`src/rtl/i2c_sim_bus.sv`:
```
// i2c_sim_bus: simulation I2C fabric. For each bus, the controller's open-drain
// drive is wired-AND'ed with a built-in memory target. The result is returned
// to the controller as the bus lines.
// Ports: clk_i/rst_i (sync, active-high). Controller drive comes in on
// scl_o/scl_oe_i/sda_o/sda_oe_i. Resolved lines go out on scl_i/sda_i.
// busy_o is high between START and STOP.
module i2c_sim_bus #(
    parameter int                NumBus         = 2,
    parameter logic [6:0]        TargetAddrBase = 7'h50,
    parameter int                MemDepth       = 16,
    parameter logic [NumBus-1:0] TargetEn       = {NumBus{1'b1}}
) (
    input  logic              clk_i,
    input  logic              rst_i,
    input  logic [NumBus-1:0] scl_o,
    input  logic [NumBus-1:0] scl_oe_i,
    input  logic [NumBus-1:0] sda_o,
    input  logic [NumBus-1:0] sda_oe_i,
    output logic [NumBus-1:0] scl_i,
    output logic [NumBus-1:0] sda_i,
    output logic [NumBus-1:0] busy_o
);
    localparam int PW = (MemDepth > 1) ? $clog2(MemDepth) : 1;

    localparam logic [3:0] ST_IDLE     = 4'd0;
    localparam logic [3:0] ST_ADDR     = 4'd1;
    localparam logic [3:0] ST_ADDR_ACK = 4'd2;
    localparam logic [3:0] ST_PTR      = 4'd3;
    localparam logic [3:0] ST_PTR_ACK  = 4'd4;
    localparam logic [3:0] ST_WDATA    = 4'd5;
    localparam logic [3:0] ST_WACK     = 4'd6;
    localparam logic [3:0] ST_RDATA    = 4'd7;
    localparam logic [3:0] ST_RACK     = 4'd8;
    localparam logic [3:0] ST_WAIT     = 4'd9;

    for (genvar g = 0; g < NumBus; g++) begin : g_bus
        localparam logic [6:0] Addr = TargetAddrBase + 7'(g);

        logic [7:0]    mem [MemDepth];
        logic [3:0]    state;
        logic [3:0]    bit_cnt;
        logic [7:0]    rx;
        logic [7:0]    tx;
        logic [PW-1:0] ptr;
        logic [PW-1:0] ptr_inc;
        logic          rw;
        logic          pull;
        logic          busy;
        logic          scl_q;
        logic          sda_q;
        logic          scl_r;
        logic          sda_r;
        logic          scl_rise;
        logic          scl_fall;
        logic          start_det;
        logic          stop_det;
        logic [7:0]    rd_cur;
        logic [7:0]    rd_next;

        assign scl_r = scl_oe_i[g] ? scl_o[g] : 1'b1;
        assign sda_r = (sda_oe_i[g] ? sda_o[g] : 1'b1) & ~pull;

        assign scl_i[g]  = scl_r;
        assign sda_i[g]  = sda_r;
        assign busy_o[g] = busy;

        // START/STOP need SCL high in both samples, so a simultaneous
        // SCL+SDA edge is seen only as an SCL edge.
        assign scl_rise  = scl_r & ~scl_q;
        assign scl_fall  = ~scl_r & scl_q;
        assign start_det = scl_r & scl_q & sda_q & ~sda_r;
        assign stop_det  = scl_r & scl_q & ~sda_q & sda_r;

        assign ptr_inc = ptr + 1'b1;
        assign rd_cur  = mem[ptr];
        assign rd_next = mem[ptr_inc];

        always_ff @(posedge clk_i) begin
            if (rst_i) begin
                state   <= ST_IDLE;
                bit_cnt <= 4'd0;
                rx      <= 8'd0;
                tx      <= 8'd0;
                ptr     <= '0;
                rw      <= 1'b0;
                pull    <= 1'b0;
                busy    <= 1'b0;
                scl_q   <= 1'b1;
                sda_q   <= 1'b1;
                for (int k = 0; k < MemDepth; k++) begin
                    mem[k] <= 8'(k);
                end
            end else begin
                scl_q <= scl_r;
                sda_q <= sda_r;
                if (start_det) begin
                    state   <= ST_ADDR;
                    bit_cnt <= 4'd0;
                    pull    <= 1'b0;
                    busy    <= 1'b1;
                end else if (stop_det) begin
                    state   <= ST_IDLE;
                    bit_cnt <= 4'd0;
                    pull    <= 1'b0;
                    busy    <= 1'b0;
                end else if (scl_rise) begin
                    rx      <= {rx[6:0], sda_r};
                    bit_cnt <= bit_cnt + 4'd1;
                end else if (scl_fall) begin
                    // All target SDA changes happen here, just after SCL falls.
                    unique case (state)
                        ST_ADDR: begin
                            if (bit_cnt == 4'd8) begin
                                bit_cnt <= 4'd0;
                                if (rx[7:1] == Addr && TargetEn[g]) begin
                                    state <= ST_ADDR_ACK;
                                    rw    <= rx[0];
                                    pull  <= 1'b1;
                                end else begin
                                    state <= ST_WAIT;
                                end
                            end
                        end
                        ST_ADDR_ACK: begin
                            bit_cnt <= 4'd0;
                            if (rw) begin
                                state <= ST_RDATA;
                                tx    <= {rd_cur[6:0], 1'b0};
                                pull  <= ~rd_cur[7];
                            end else begin
                                state <= ST_PTR;
                                pull  <= 1'b0;
                            end
                        end
                        ST_PTR: begin
                            if (bit_cnt == 4'd8) begin
                                ptr     <= rx[PW-1:0];
                                state   <= ST_PTR_ACK;
                                pull    <= 1'b1;
                                bit_cnt <= 4'd0;
                            end
                        end
                        ST_PTR_ACK, ST_WACK: begin
                            state   <= ST_WDATA;
                            pull    <= 1'b0;
                            bit_cnt <= 4'd0;
                        end
                        ST_WDATA: begin
                            if (bit_cnt == 4'd8) begin
                                mem[ptr] <= rx;
                                ptr      <= ptr_inc;
                                state    <= ST_WACK;
                                pull     <= 1'b1;
                                bit_cnt  <= 4'd0;
                            end
                        end
                        ST_RDATA: begin
                            if (bit_cnt == 4'd8) begin
                                state   <= ST_RACK;
                                pull    <= 1'b0;
                                bit_cnt <= 4'd0;
                            end else begin
                                pull <= ~tx[7];
                                tx   <= {tx[6:0], 1'b0};
                            end
                        end
                        ST_RACK: begin
                            // rx[0] holds SDA from the 9th rise: 0 = ACK.
                            bit_cnt <= 4'd0;
                            if (!rx[0]) begin
                                ptr   <= ptr_inc;
                                state <= ST_RDATA;
                                tx    <= {rd_next[6:0], 1'b0};
                                pull  <= ~rd_next[7];
                            end else begin
                                state <= ST_WAIT;
                                pull  <= 1'b0;
                            end
                        end
                        ST_IDLE, ST_WAIT: begin
                        end
                        default: begin
                            state <= ST_IDLE;
                            pull  <= 1'b0;
                        end
                    endcase
                end
            end
        end
    end
endmodule

```
`config.mk`:
```
export PLATFORM = sky130hd
export DESIGN_NAME = i2c_sim_bus
export DESIGN_NICKNAME = d
export VERILOG_FILES = /design/src/rtl/i2c_sim_bus.sv
export SDC_FILE = /design/constraint.sdc
export NUM_CORES = 1
export LEC_CHECK = 0
export CAP_MARGIN = 20
export CORE_UTILIZATION = 61
export CTS_BUF_LIST = sky130_fd_sc_hd__clkbuf_8
export CTS_CLUSTER_DIAMETER = 150
export DETAILED_ROUTE_END_ITERATION = 10
export PLACE_DENSITY = 0.77
export RECOVER_POWER = 25
export SLEW_MARGIN = 30
export SYNTH_ARGS = -nofsm -noshare
export SYNTH_HDL_FRONTEND = slang
export SYNTH_SLANG_ARGS = --single-unit
```
`constraint.sdc`:
```
create_clock -name clk_i -period 3.7 [get_ports clk_i]
set_input_delay 0.925 -clock clk_i [delete_from_list [all_inputs] [get_ports clk_i]]
set_output_delay 0.925 -clock clk_i [all_outputs]
set_load 0.01 [all_outputs]
```
---- After elaboration in Yosys (flattened, before gate mapping) ----
Memories as Yosys holds them, arrays and structs flattened. A register that Yosys moved wholly into a read port is not among the register bits.
Index checks and enable logic that the tools add are counted.
word-level totals
  register bits ........................... 66
  bits in writable memories ............... 256
  input port bits ......................... 10
  logic and storage cells ................. 264
  memories kept ........................... 2
memory list
  memory        depth  bits a word  rd ports  clocked after Yosys merged registers in  wr ports  RTL line  text
  g_bus[0].mem  16     8            2         1                                        16        39        logic [7:0] mem [MemDepth];
  g_bus[1].mem  16     8            2         1                                        16        39
operators by class
  add/subtract/negate cells ............... 4
  equality and inequality tests ........... 54
  muxes and demuxes ....................... 98
  bitwise gates (word level) .............. 40
  reductions and logical operators ........ 44
operators with widths
  cell                   number
  $mux W4                30
  $mux W8                8
  $pmux W4 S8            2
  $mux W1                48
  $pmux W8 S3            2
  $reduce_and A7 Y1      6
  $eq A4 B3 Y1 const B   8
  $ne A2 B2 Y1 const B   16
  $ne A4 B4 Y1 const B   8
  $reduce_and A8 Y1      4
  $eq A4 B4 Y1 const B   6
  $not A1 Y1             24
  $pmux W4 S3            2
  $reduce_bool A3 Y1     8
  $add A4 B1 Y4 const B  4
  $and A1 B1 Y1          16
  $eq A4 B2 Y1 const B   4
  $pmux W4 S2            2
  $reduce_or A4 Y1       4
  $reduce_or A8 Y1       2
  $eq A7 B7 Y1 const B   2
  $ne A3 B1 Y1 const B   4
  $pmux W1 S6            2
  $reduce_and A3 Y1      4
  other kinds (9)        24

---- Logic depth before layout (Yosys ltp) ----
  depth after elaboration ................. 11
  mapped depth ............................ 11
  gate-level depth less buffers ........... 7

---- Worst setup path after synthesis ----
No wires, ideal clock.
  kind .................................... register to register
  start ................................... register g_bus[1].ptr[0]
  end ..................................... register g_bus[1].tx[1]
  library setup time ...................... 0.134 ns
  arrival ................................. 2.911 ns
  required time ........................... 3.566 ns
  slack ................................... 0.655 ns
  cell stages (with the launch flop) ...... 11
  path buffers ............................ 4
  period minus slack after synthesis ...... 3.045 ns
  path through ............................ dfxtp_1 buf_2 buf_1 inv_1 ha_1 buf_2 buf_4 mux4_2 mux4_2 a211oi_1 a211oi_1
on the way
  word-level cells in the longest chain between the ends .. 4
ends and longest elaborated chain
  item                    RTL line  text
  start, declared         44        logic [PW-1:0] ptr;
  start signal, assigned  137       ptr <= rx[PW-1:0];
  start signal, assigned  151       ptr <= ptr_inc;
  start signal, assigned  171       ptr <= ptr_inc;
  $add A4 B1 Y4           74        assign ptr_inc = ptr + 1'b1;
  $mem_v2 Z16 W8          -
  $mux W8                 170       if (!rx[0]) begin
  $pmux W8 S3             111       unique case (state)
  end signal, assigned    128       tx <= {rd_cur[6:0], 1'b0};
  end signal, assigned    164       tx <= {tx[6:0], 1'b0};
  end signal, assigned    173       tx <= {rd_next[6:0], 1'b0};
  end, declared           43        logic [7:0] tx;
Every way passes these cells. The select of a mux whose other input is x is not followed.
A chain may end at the register's enable or synchronous reset.

---- Worst setup path after layout ----
  start ................................... input sda_o[0]
  end ..................................... output sda_i[0]
on the way
  word-level cells in the longest chain between the ends .. 2
ends and longest elaborated chain
  item             RTL line  text
  start, declared  17        input logic [NumBus-1:0] sda_o,
  $mux W1          61        assign sda_r = (sda_oe_i[g] ? sda_o[g] : 1'b1) & ~pull;
  $and A1 B1 Y1    61
  end, declared    20        output logic [NumBus-1:0] sda_i,
Every way passes these cells.

==> results.toml <==
[outcome]
outcome = "completed"

[sta]
finalCritPeriodShare_pct = 89.56
slew_viol_final = 0
min_period_ps = 3314
fin_ws_ps = 386.1
slew_headroom_pct = 19.61
rsz0062_at_grt = "false"
final_hold_viol_count = 0
worstMarginPinSlew_ps = 1193
fmax_ghz = 0.3018
setup_viol = 0
clock_skew_ps = 48.80
tns_ps = 0

[cells_and_area]
antennaDiodeCount = 0
drive_gt1_share_pct = 22.03
fillers = 2037
fin_cells = 1832
nets = 1428
syn_to_final_growth_pct = 8.976

[worst_setup_path]
r2r-end = "g_bus[1].pull$_SDFFE_PP0P_"
critPathRequiredTime_ps = 2770
reg2reg_slack_ps = 590
reg2reg_from = "g_bus[1].ptr[0]$_SDFFE_PP0P_"
critPathArrivalTime_ps = 2390
crit_start = "sda_o[0]"
cp_max_fo = 2
start_kind = "primary input"
crit_type = "primary input to output port"
setup.worst_path.end_class = "output port"
rr_worst_depth = 6

[cts]
insertion_delay_ps = 600
cts_root_buffer = "clkbuf_8"
clockBufferDepth = 3
clock-sinks = 328
path_clk_slew_ps = 70
cts_setup_buffers = 0
numCtsBuffers = 52
cts_hold_buf = 0
cts_tree = "done"
cts_resized = 0
cts-htree-levels = 2

[global_routing]
first_global_vias = 12040
grt_overflow = 0
grt_util_all_layers_pct = 30.73
grt_first_pass_wirelength_um = 70100
grt_max_degree = 40
antenna_found_initial = 0

[place]
gp_congestion = 0.8866
hpwl_um = 31380
placedCellCount = 1736
pre_cts_slack_ps = 330.7
portBuffers = 15

[synth]
synthCells = 1373
syn_area_sq_um = 17770
post-synth-top-area-cell = "edfxtp_1"
synth_mux_area_share_pct = 20.49
synth_commonest_cells = "edfxtp_1 (256), and2_1 (186), mux4_2 (143)"
syn_nets = 1395
ys_types = 71
yosysWarnings = 0
synthSimpleGateAreaFrac_pct = 16.64
synthFlopType = "edfxtp_1"
synth_top_family_by_area = "multiplexers"
ys_seq_area_share_pct = 51.37
synth_area_per_cell_sq_um = 12.94
synth_seq_cells = 328
synth_top_area_share_pct = 43.26
synth.most_common_cell = "edfxtp_1"
synth_fa_ha_area_share_pct = 0.8448
synth_edf_count = 256
synth_compound_area_share_pct = 6.554
async_flop_share_pct = 0
synth_area_leaders = "edfxtp_1 (43%), mux4_2 (18%), dfxtp_1 (8.1%)"
synth-xor-area-share_pct = 0.6266

[die]
row_count = 62
start_util_pct = 61.92
dieArea_sq_um = 29820
io_pins = 16
die_x_um = 172.7
fp.dieH_um = 172.7
design.core.area_sq_um = 28700

[route]
drt_first_iter_violations = 1287
wl_um = 44640
dr.pass1.iters = 5
drc = 0
vias = 12050
ant_nets = 0
wl_per_cell_um = 24.36
via_per_inst = 6.579

[power_and_ir_drop]
powerDensity_nw_per_um2 = 382.7
vdd_drop_max_v = 0.0004174
p_leak_uw = 0.006134

[hold_path]
min_from = "g_bus[1].tx[1]$_SDFFE_PP0P_"
min_path_type = "register to register"
min_to = "g_bus[1].tx[1]$_SDFFE_PP0P_"
hold_depth = 2

[flow_run]
cap_violations = 0
## worst max path at each step
stage | to | cells after the start | slack (ps)
final | sda_i[0] | 4 | 390
after global placement | sda_i[0] | 4 | 450
after floorplan | g_bus[1].tx[1]$_SDFFE_PP0P_ | 10 | 660
after CTS | sda_i[0] | 4 | 450
after detailed placement | g_bus[1].tx[6]$_SDFFE_PP0P_ | 7 | 330
after global routing | g_bus[0].mem[2][6]$_SDFFCE_PN0P_ | 7 | 330
## report_power, final
| group | leakage [uW] | internal (uW) | switching [uW] |
|---|---|---|---|
| combinational | 0.00257 | 181 | 216 |
| clock | 0.000542 | 1360 | 1450 |
| sequential | 0.00302 | 4100 | 103 |
| total | 0.00613 | 5640 | 1770 |
## state kept, by name, summed over array words and instances, names as in the netlist, 8 cells and up, named ones only
name	flops
g_bus.mem	256
g_bus.rx	16
g_bus.tx	14
g_bus.bit_cnt	8
g_bus.ptr	8
g_bus.state	8
## cell usage in the layout (no fill, tap or decap), types with 11 or more instances in the layout
cell	instances
a2111oi_0	13
a211oi_1	13
a21oi_1	54
and2_0	29
and2_1	157
buf_4	66
clkbuf_1	16
clkbuf_8	54
clkinv_1	12
clkinv_2	11
dfxtp_1	69
edfxtp_1	256
inv_1	40
mux2i_1	35
mux4_2	143
nand2_1	85
nand2b_1	25
nor2_1	65
nor3_1	21
o21ai_0	44
or2_2	13
or3_1	53
## area by class of cell
type                            count  area [sq um]  share of cell area [%]
Clock buffer                       54         743.2                   3.837
Clock inverter                     42         191.4                  0.9884
Inverter                           24         90.09                  0.4651
Multi-Input combinational cell    901          8004                   41.33
Sequential cell                   328          9133                   47.15
Tap cell                          384         480.5                   2.481
Timing Repair Buffer               99         725.7                   3.747
## per-layer routing
layer  track usage, %  part of all wire, %  vias up
li1                 -                    -     5291
met1            40.52                   37     5932
met2            49.90                   48      696
met3            5.211                  8.9      134
met4            15.15                  5.2        0
met5                0                    0        -
## per-stage QoR
stage,hold WS (ps),power (uW),utilization [%],instance area [sq um]
floorplan,431.7,4491,-,17770
global placement,448.9,4653,64.54,18520
detailed placement,455.4,4672,64.54,18520
CTS,465.3,7434,67.79,19460
global route,484.3,7628,67.48,19370
finish,466.6,7411,67.48,19370
## logic make-up (layout without fill, tap and decap cells)
kind of cell	count (synthesis)	count (layout)
compound gates	179	179
xor+xnor	11	11
fa+ha+maj	12	12
buf+inv	144	219
flops	328	328
mux	183	183
simple gates	516	516
## worst max-delay path, stage by stage
cell and delay [ps]:
dlygate4sd3_1 520, inv_1 40, a21oi_1 300, clkdlybuf4s50_1 600
Note: power is estimated with default switching activity, not from simulation.
